[src/rtl/attn_sequencer.sv]
// attn_sequencer: multi-tile attention controller driving the 1D MAC core.
// Sequences Q/K writes, K load, execute, psum write-back and normalisation.
module attn_sequencer #(
    parameter int col         = 8,
    parameter int total_cycle = 8,
    parameter int num_ktile   = 2,
    parameter int addr_w      = 4,
    parameter int drain       = 10
) (
    input  logic                 clk,
    input  logic                 reset,
    input  logic                 start,
    input  logic                 norm_en,
    input  logic                 abort,
    input  logic                 fifo_in_ready,
    output logic [11+2*addr_w:0] inst,
    output logic                 busy,
    output logic                 done
);
    localparam int SPAN = (col > total_cycle) ? col : total_cycle;
    localparam int M1   = (col + 2 > total_cycle + 1) ? col + 2 : total_cycle + 1;
    localparam int CMAX = (M1 > drain) ? M1 : drain;
    localparam int CW   = $clog2(CMAX + 1);
    localparam int TW   = (num_ktile > 1) ? $clog2(num_ktile) : 1;
    localparam int IW   = 12 + 2 * addr_w;

    if (num_ktile < 1) begin : g_chk_tiles
        $error("attn_sequencer: num_ktile must be at least 1");
    end
    if (num_ktile * SPAN > 2 ** addr_w) begin : g_chk_addr
        $error("attn_sequencer: addr_w too small for the tile footprint");
    end
    if (drain < col + 2) begin : g_chk_drain
        $error("attn_sequencer: drain shorter than the array flush");
    end

    localparam int I_PWR = 0;
    localparam int I_PRD = 1;
    localparam int I_KWR = 2;
    localparam int I_KRD = 3;
    localparam int I_QWR = 4;
    localparam int I_QRD = 5;
    localparam int I_LD  = 6;
    localparam int I_EX  = 7;
    localparam int I_PA  = 8;
    localparam int I_QK  = 8 + addr_w;
    localparam int I_OF  = 8 + 2 * addr_w;
    localparam int I_ACC = 9 + 2 * addr_w;
    localparam int I_DIV = 10 + 2 * addr_w;
    localparam int I_FX  = 11 + 2 * addr_w;

    localparam logic [3:0] S_IDLE = 4'd0;
    localparam logic [3:0] S_QWR  = 4'd1;
    localparam logic [3:0] S_KWR  = 4'd2;
    localparam logic [3:0] S_KLD  = 4'd3;
    localparam logic [3:0] S_DRL  = 4'd4;
    localparam logic [3:0] S_EXE  = 4'd5;
    localparam logic [3:0] S_DRE  = 4'd6;
    localparam logic [3:0] S_PSW  = 4'd7;
    localparam logic [3:0] S_FET  = 4'd8;
    localparam logic [3:0] S_FSM  = 4'd9;
    localparam logic [3:0] S_WIN  = 4'd10;
    localparam logic [3:0] S_NRM  = 4'd11;
    localparam logic [3:0] S_NPW  = 4'd12;

    localparam logic [CW-1:0]     C_COL  = CW'(col);
    localparam logic [CW-1:0]     C_COL1 = CW'(col + 1);
    localparam logic [CW-1:0]     C_TC   = CW'(total_cycle);
    localparam logic [CW-1:0]     C_DR1  = CW'(drain - 1);
    localparam logic [TW-1:0]     T_LAST = TW'(num_ktile - 1);
    localparam logic [addr_w-1:0] A_COL  = addr_w'(col);
    localparam logic [addr_w-1:0] A_TC   = addr_w'(total_cycle);

    logic [3:0]        state_q, state_d;
    logic [CW-1:0]     cnt_q, cnt_d;
    logic [TW-1:0]     tile_q, tile_d;
    logic              norm_q, norm_d;
    logic [IW-1:0]     inst_q, inst_d;
    logic              done_q, done_d;
    logic              tile_end;
    logic [addr_w-1:0] cnt_a, tile_a, qk_base, pm_base;

    assign cnt_a   = addr_w'(cnt_q);
    assign tile_a  = addr_w'(tile_q);
    assign qk_base = tile_a * A_COL;
    assign pm_base = tile_a * A_TC;

    // Phase sequencing; inst_d is the strobe word for the current slot.
    always_comb begin
        state_d  = state_q;
        cnt_d    = cnt_q + CW'(1);
        tile_d   = tile_q;
        norm_d   = norm_q;
        inst_d   = '0;
        done_d   = 1'b0;
        tile_end = 1'b0;
        unique case (state_q)
            S_IDLE: begin
                cnt_d = '0;
                if (start) begin
                    state_d = S_QWR;
                    tile_d  = '0;
                    norm_d  = norm_en;
                end
            end
            S_QWR: begin
                if (cnt_q < C_TC) begin
                    inst_d[I_QWR]          = 1'b1;
                    inst_d[I_QK +: addr_w] = cnt_a;
                end else begin
                    state_d = S_KWR;
                    cnt_d   = '0;
                end
            end
            S_KWR: begin
                if (cnt_q < C_COL) begin
                    inst_d[I_KWR]          = 1'b1;
                    inst_d[I_QK +: addr_w] = qk_base + cnt_a;
                end else begin
                    state_d = S_KLD;
                    cnt_d   = '0;
                end
            end
            S_KLD: begin
                if (cnt_q <= C_COL) begin
                    inst_d[I_LD] = 1'b1;
                end
                if (cnt_q != '0 && cnt_q <= C_COL) begin
                    inst_d[I_KRD]          = 1'b1;
                    inst_d[I_QK +: addr_w] = qk_base + cnt_a - addr_w'(1);
                end
                if (cnt_q == C_COL1) begin
                    state_d = S_DRL;
                    cnt_d   = '0;
                end
            end
            S_DRL: begin
                if (cnt_q == C_DR1) begin
                    state_d = S_EXE;
                    cnt_d   = '0;
                end
            end
            S_EXE: begin
                if (cnt_q < C_TC) begin
                    inst_d[I_EX]           = 1'b1;
                    inst_d[I_QRD]          = 1'b1;
                    inst_d[I_QK +: addr_w] = cnt_a;
                end else begin
                    state_d = S_DRE;
                    cnt_d   = '0;
                end
            end
            S_DRE: begin
                if (cnt_q == C_DR1) begin
                    state_d = S_PSW;
                    cnt_d   = '0;
                end
            end
            S_PSW, S_NPW: begin
                if (cnt_q < C_TC) begin
                    inst_d[I_OF]           = 1'b1;
                    inst_d[I_PWR]          = 1'b1;
                    inst_d[I_PA +: addr_w] = pm_base + cnt_a;
                end else if (state_q == S_PSW && norm_q) begin
                    state_d = S_FET;
                    cnt_d   = '0;
                end else begin
                    tile_end = 1'b1;
                end
            end
            S_FET: begin
                if (cnt_q < C_TC) begin
                    inst_d[I_PRD]          = 1'b1;
                    inst_d[I_PA +: addr_w] = pm_base + cnt_a;
                end
                if (cnt_q != '0) begin
                    inst_d[I_ACC] = 1'b1;
                end
                if (cnt_q == C_TC) begin
                    state_d = S_FSM;
                    cnt_d   = '0;
                end
            end
            S_FSM: begin
                if (cnt_q < C_TC) begin
                    inst_d[I_FX] = 1'b1;
                end else begin
                    state_d = S_WIN;
                    cnt_d   = '0;
                end
            end
            S_WIN: begin
                cnt_d = '0;
                if (fifo_in_ready) begin
                    state_d = S_NRM;
                end
            end
            S_NRM: begin
                if (cnt_q < C_TC) begin
                    inst_d[I_DIV] = 1'b1;
                end else begin
                    state_d = S_NPW;
                    cnt_d   = '0;
                end
            end
            default: begin
                state_d = S_IDLE;
                cnt_d   = '0;
            end
        endcase
        if (tile_end) begin
            cnt_d = '0;
            if (tile_q == T_LAST) begin
                state_d = S_IDLE;
                tile_d  = '0;
                done_d  = 1'b1;
            end else begin
                state_d = S_KWR;
                tile_d  = tile_q + TW'(1);
            end
        end
        if (abort) begin
            state_d = S_IDLE;
            cnt_d   = '0;
            tile_d  = '0;
            norm_d  = 1'b0;
            inst_d  = '0;
            done_d  = 1'b0;
        end
    end

    // Negedge state update so inst is settled at the core's posedge.
    always_ff @(negedge clk or posedge reset) begin
        if (reset) begin
            state_q <= S_IDLE;
            cnt_q   <= '0;
            tile_q  <= '0;
            norm_q  <= 1'b0;
            inst_q  <= '0;
            done_q  <= 1'b0;
        end else begin
            state_q <= state_d;
            cnt_q   <= cnt_d;
            tile_q  <= tile_d;
            norm_q  <= norm_d;
            inst_q  <= inst_d;
            done_q  <= done_d;
        end
    end

    assign inst = inst_q;
    assign busy = (state_q != S_IDLE);
    assign done = done_q;
endmodule

[config.mk]
export PLATFORM = sky130hd
export DESIGN_NAME = attn_sequencer
export DESIGN_NICKNAME = d
export VERILOG_FILES = /design/src/rtl/attn_sequencer.sv
export SDC_FILE = /design/constraint.sdc
export NUM_CORES = 1
export LEC_CHECK = 0
export ABC_AREA = 1
export BUFFER_PORTS_ARGS = -buffer_cell sky130_fd_sc_hd__buf_2
export CORE_MARGIN = 3
export CORE_UTILIZATION = 45
export CTS_BUF_LIST = sky130_fd_sc_hd__clkbuf_2
export CTS_CLUSTER_SIZE = 14
export DETAILED_ROUTE_END_ITERATION = 7
export GPL_ROUTABILITY_DRIVEN = 0
export GPL_TIMING_DRIVEN = 0
export PLACE_DENSITY = 0.67
export SLEW_MARGIN = 10
export SYNTH_ARGS = -nofsm -noshare
export SYNTH_HDL_FRONTEND = slang
export SYNTH_SLANG_ARGS = --single-unit
[constraint.sdc]
create_clock -name clk -period 2.3 [get_ports clk]
set_input_delay 0.345 -clock clk [delete_from_list [all_inputs] [get_ports clk]]
set_output_delay 0.345 -clock clk [all_outputs]
set_load 0.05 [all_outputs]
==> flow_metrics.tcl <==
set metrics [dict create \
    outcome "finished, violations left" \
    violations "negative setup slack" \
    grt.total_usage_pct 19.4 \
    clk_root_buffer_cell "clkbuf_2" \
    hold_violations 0 \
    clk_path_buf_depth 2 \
    clk_pin_slew_ns 0.11 \
    ys_async_sr_fraction_pct 100 \
    start_kind "register" \
    worst_pin_slew_ns 1.04 \
    die_w_um 64.9 \
    worst-setup-path-type "register to output port" \
    avgSynthCellArea_um2 8.01 \
    max-slew-margin-rel_pct 30.7 \
    layoutNonFillerInstCount 281 \
    core.rowCount 20 \
    insertion_delay_ns 0.33 \
    ant_nets 0 \
    syn_nets 206 \
    fin_nets 247 \
    synth_area_um2 1560 \
    synth_edf_count 0 \
    p_per_area_nw_per_um2 838 \
    die_y_um 64.9 \
    max-cap-violations 0 \
    grt_max_degree 30 \
    n_antenna_cell 0 \
    dp_cells 266 \
    multi_input_area_um2 694 \
    setup_violations 22 \
    htreeDepth 2 \
    portBuffers 27 \
    grt_setup_unrepaired "yes" \
    hpwl_um 2260 \
    startpoint "state_q[2]" \
    hp-start "cnt_a[0]" \
    drive_above_1_share_pct 30.4 \
    seqCellArea_um2 726 \
    syn_inst 195 \
    routedWlPerCell_um 12.5 \
    power.leakage_nw 1.12 \
    grt_pass1_vias 1299 \
    min_path_type "register to register" \
    synth_cell_types 29 \
    path_max_fanout 2 \
    fin_skew_ns 0.0159 \
    wl_um 3520 \
    fin_ws_ns -0.306 \
    pin_count 28 \
    cts_made_buffers 5 \
    slew_violations 0 \
    drc 0 \
    cp-end-kind "output port" \
    arrival_ns 2.26 \
    whs_path_depth 1 \
    cts_sinks 29 \
    syn_to_final_growth_pct 28.6 \
    drtIter0Drc 71 \
    vias 1354 \
    first_pass_iters 4 \
    cts_tree "built" \
    core_area_um2 3180 \
    finalSetupTns_ns -2.73 \
    cp.required_ns 1.96 \
    grt_pass1_wl_um 6150 \
    ir_worst_vdd_uv 602 \
    initial_core_util_pct 49.2 \
    synth-seq-area-share_pct 46.4 \
    ys.flop_type "dfrtn_1" \
    nFillCells 293 \
    reg2reg_from "state_q[0]" \
    yosys_warnings 0 \
    synth-seq-cells 29 \
    routed_via_density 4.82 \
    grt-ovfl-total 0 \
    antenna_found_initial 0 \
    dieArea_um2 4220 \
    reg2reg_depth 13 \
]
-- final cells by class --
cell class | instances | area share [%]
clock inverters | 3 | 0.623
inverters | 30 | 5.60
well taps | 44 | 2.74
flip-flops and latches | 29 | 36.1
plain buffers | 4 | 1.62
clock buffers | 5 | 1.25
multi-input cells | 130 | 34.6
repair buffers | 36 | 17.5
-- worst paths after layout --
check                             endpoint  slack, ns
worst max-delay path                  busy      -0.31
worst min-delay path              cnt_a[0]       0.44
worst max register to register  state_q[1]       0.49
worst min register to register    cnt_a[0]       0.44
max in group asynchronous         inst[19]       0.37
min in group asynchronous          inst[8]       1.27
-- cells by family (layout without fill, tap and decap cells) --
group,count (synthesis),after routing,synth area share [%]
and+or+nand+nor,108,108,32.8
buffers and inverters,36,78,9.93
DFF,29,29,46.4
AOI/OAI and AO/OA,15,15,5.68
adders and majority gates,5,5,4.00
xor gates and xnor gates,2,2,1.12
-- worst max-delay path, stage by stage (launching register included) --
cell and delay (ns):
dfrtn_1 0.49, nor2_4 0.06, nand2_2 0.09, buf_8 0.15
-- flip-flops by register name (all words and copies together) (netlist names) --
name / flops
cnt_a: 4
done: 1
inst: 18
norm_q: 1
state_q: 4
tile_q: 1
-- per-stage QoR --
step / setup slack, ns / total power, W / instance area [um^2] / hold WS [ns] / util, %
4_1_cts: -0.338 / 0.00169 / 2020 / 0.441 / 63.7
2_1_floorplan: -0.104 / 0.00115 / 1570 / 0.396 / -
3_3_place_gp: -0.206 / 0.00128 / 1760 / 0.437 / 55.5
5_1_grt: -0.370 / 0.00181 / 2010 / 0.459 / 63.2
6_report: -0.306 / 0.00168 / 2010 / 0.437 / 63.2
3_5_place_dp: -0.201 / 0.00128 / 1760 / 0.437 / 55.5
-- per-layer routing --
metal  global-route usage [%]  wire length, um
met4                     7.92               76
met3                     4.51              222
met1                     26.8             1600
met2                     29.1             1620
met5                        0                0
-- Yosys cell counts, types with 2 or more instances --
cell,instances,area share [%]
nand2_2,4,1.6
nand2_1,42,10
nand3b_1,2,0.96
o21ai_0,4,1.3
nand3_2,2,1.3
nor2_2,3,1.2
nor3_1,6,1.9
ha_1,5,4.0
dfrtn_1,29,46
a21oi_1,6,1.9
nand3_1,11,3.5
xnor2_1,2,1.1
inv_2,9,2.2
nor2_1,31,7.4
buf_4,3,1.4
inv_1,21,5.0
nand2_4,3,2.2
-- cell usage in the layout, fill, tap and decap left out, types with 2 or more instances in the layout --
master	n
buf_4	9
o21ai_0	4
nand3b_1	2
xnor2_1	2
a21oi_1	6
nand2_2	5
nand2_1	41
buf_6	21
inv_2	9
nor3_1	6
inv_1	21
nand3_1	11
dfrtn_1	29
ha_1	5
clkbuf_2	6
nor2_4	3
buf_8	3
nor2_1	31
nand3_2	2
clkinv_1	2
nand2_4	3
buf_2	6
-- repair_timing --
item | CTS | global route
hold buffers | 0 | 0
endpoints found under the setup margin | 22 | 22
pin swaps | 3 | 3
resized for setup | 50 | 0
setup buffers | 8 | 1
-- power by group --
group | internal [W] | switching, W | total, W
Clock | 0.0000662 | 0.000177 | 0.000243
Combinational | 0.000317 | 0.000513 | 0.000830
Sequential | 0.000564 | 0.0000468 | 0.000611
Total | 0.000948 | 0.000737 | 0.00168
Note: power is estimated with default switching activity, not from simulation.
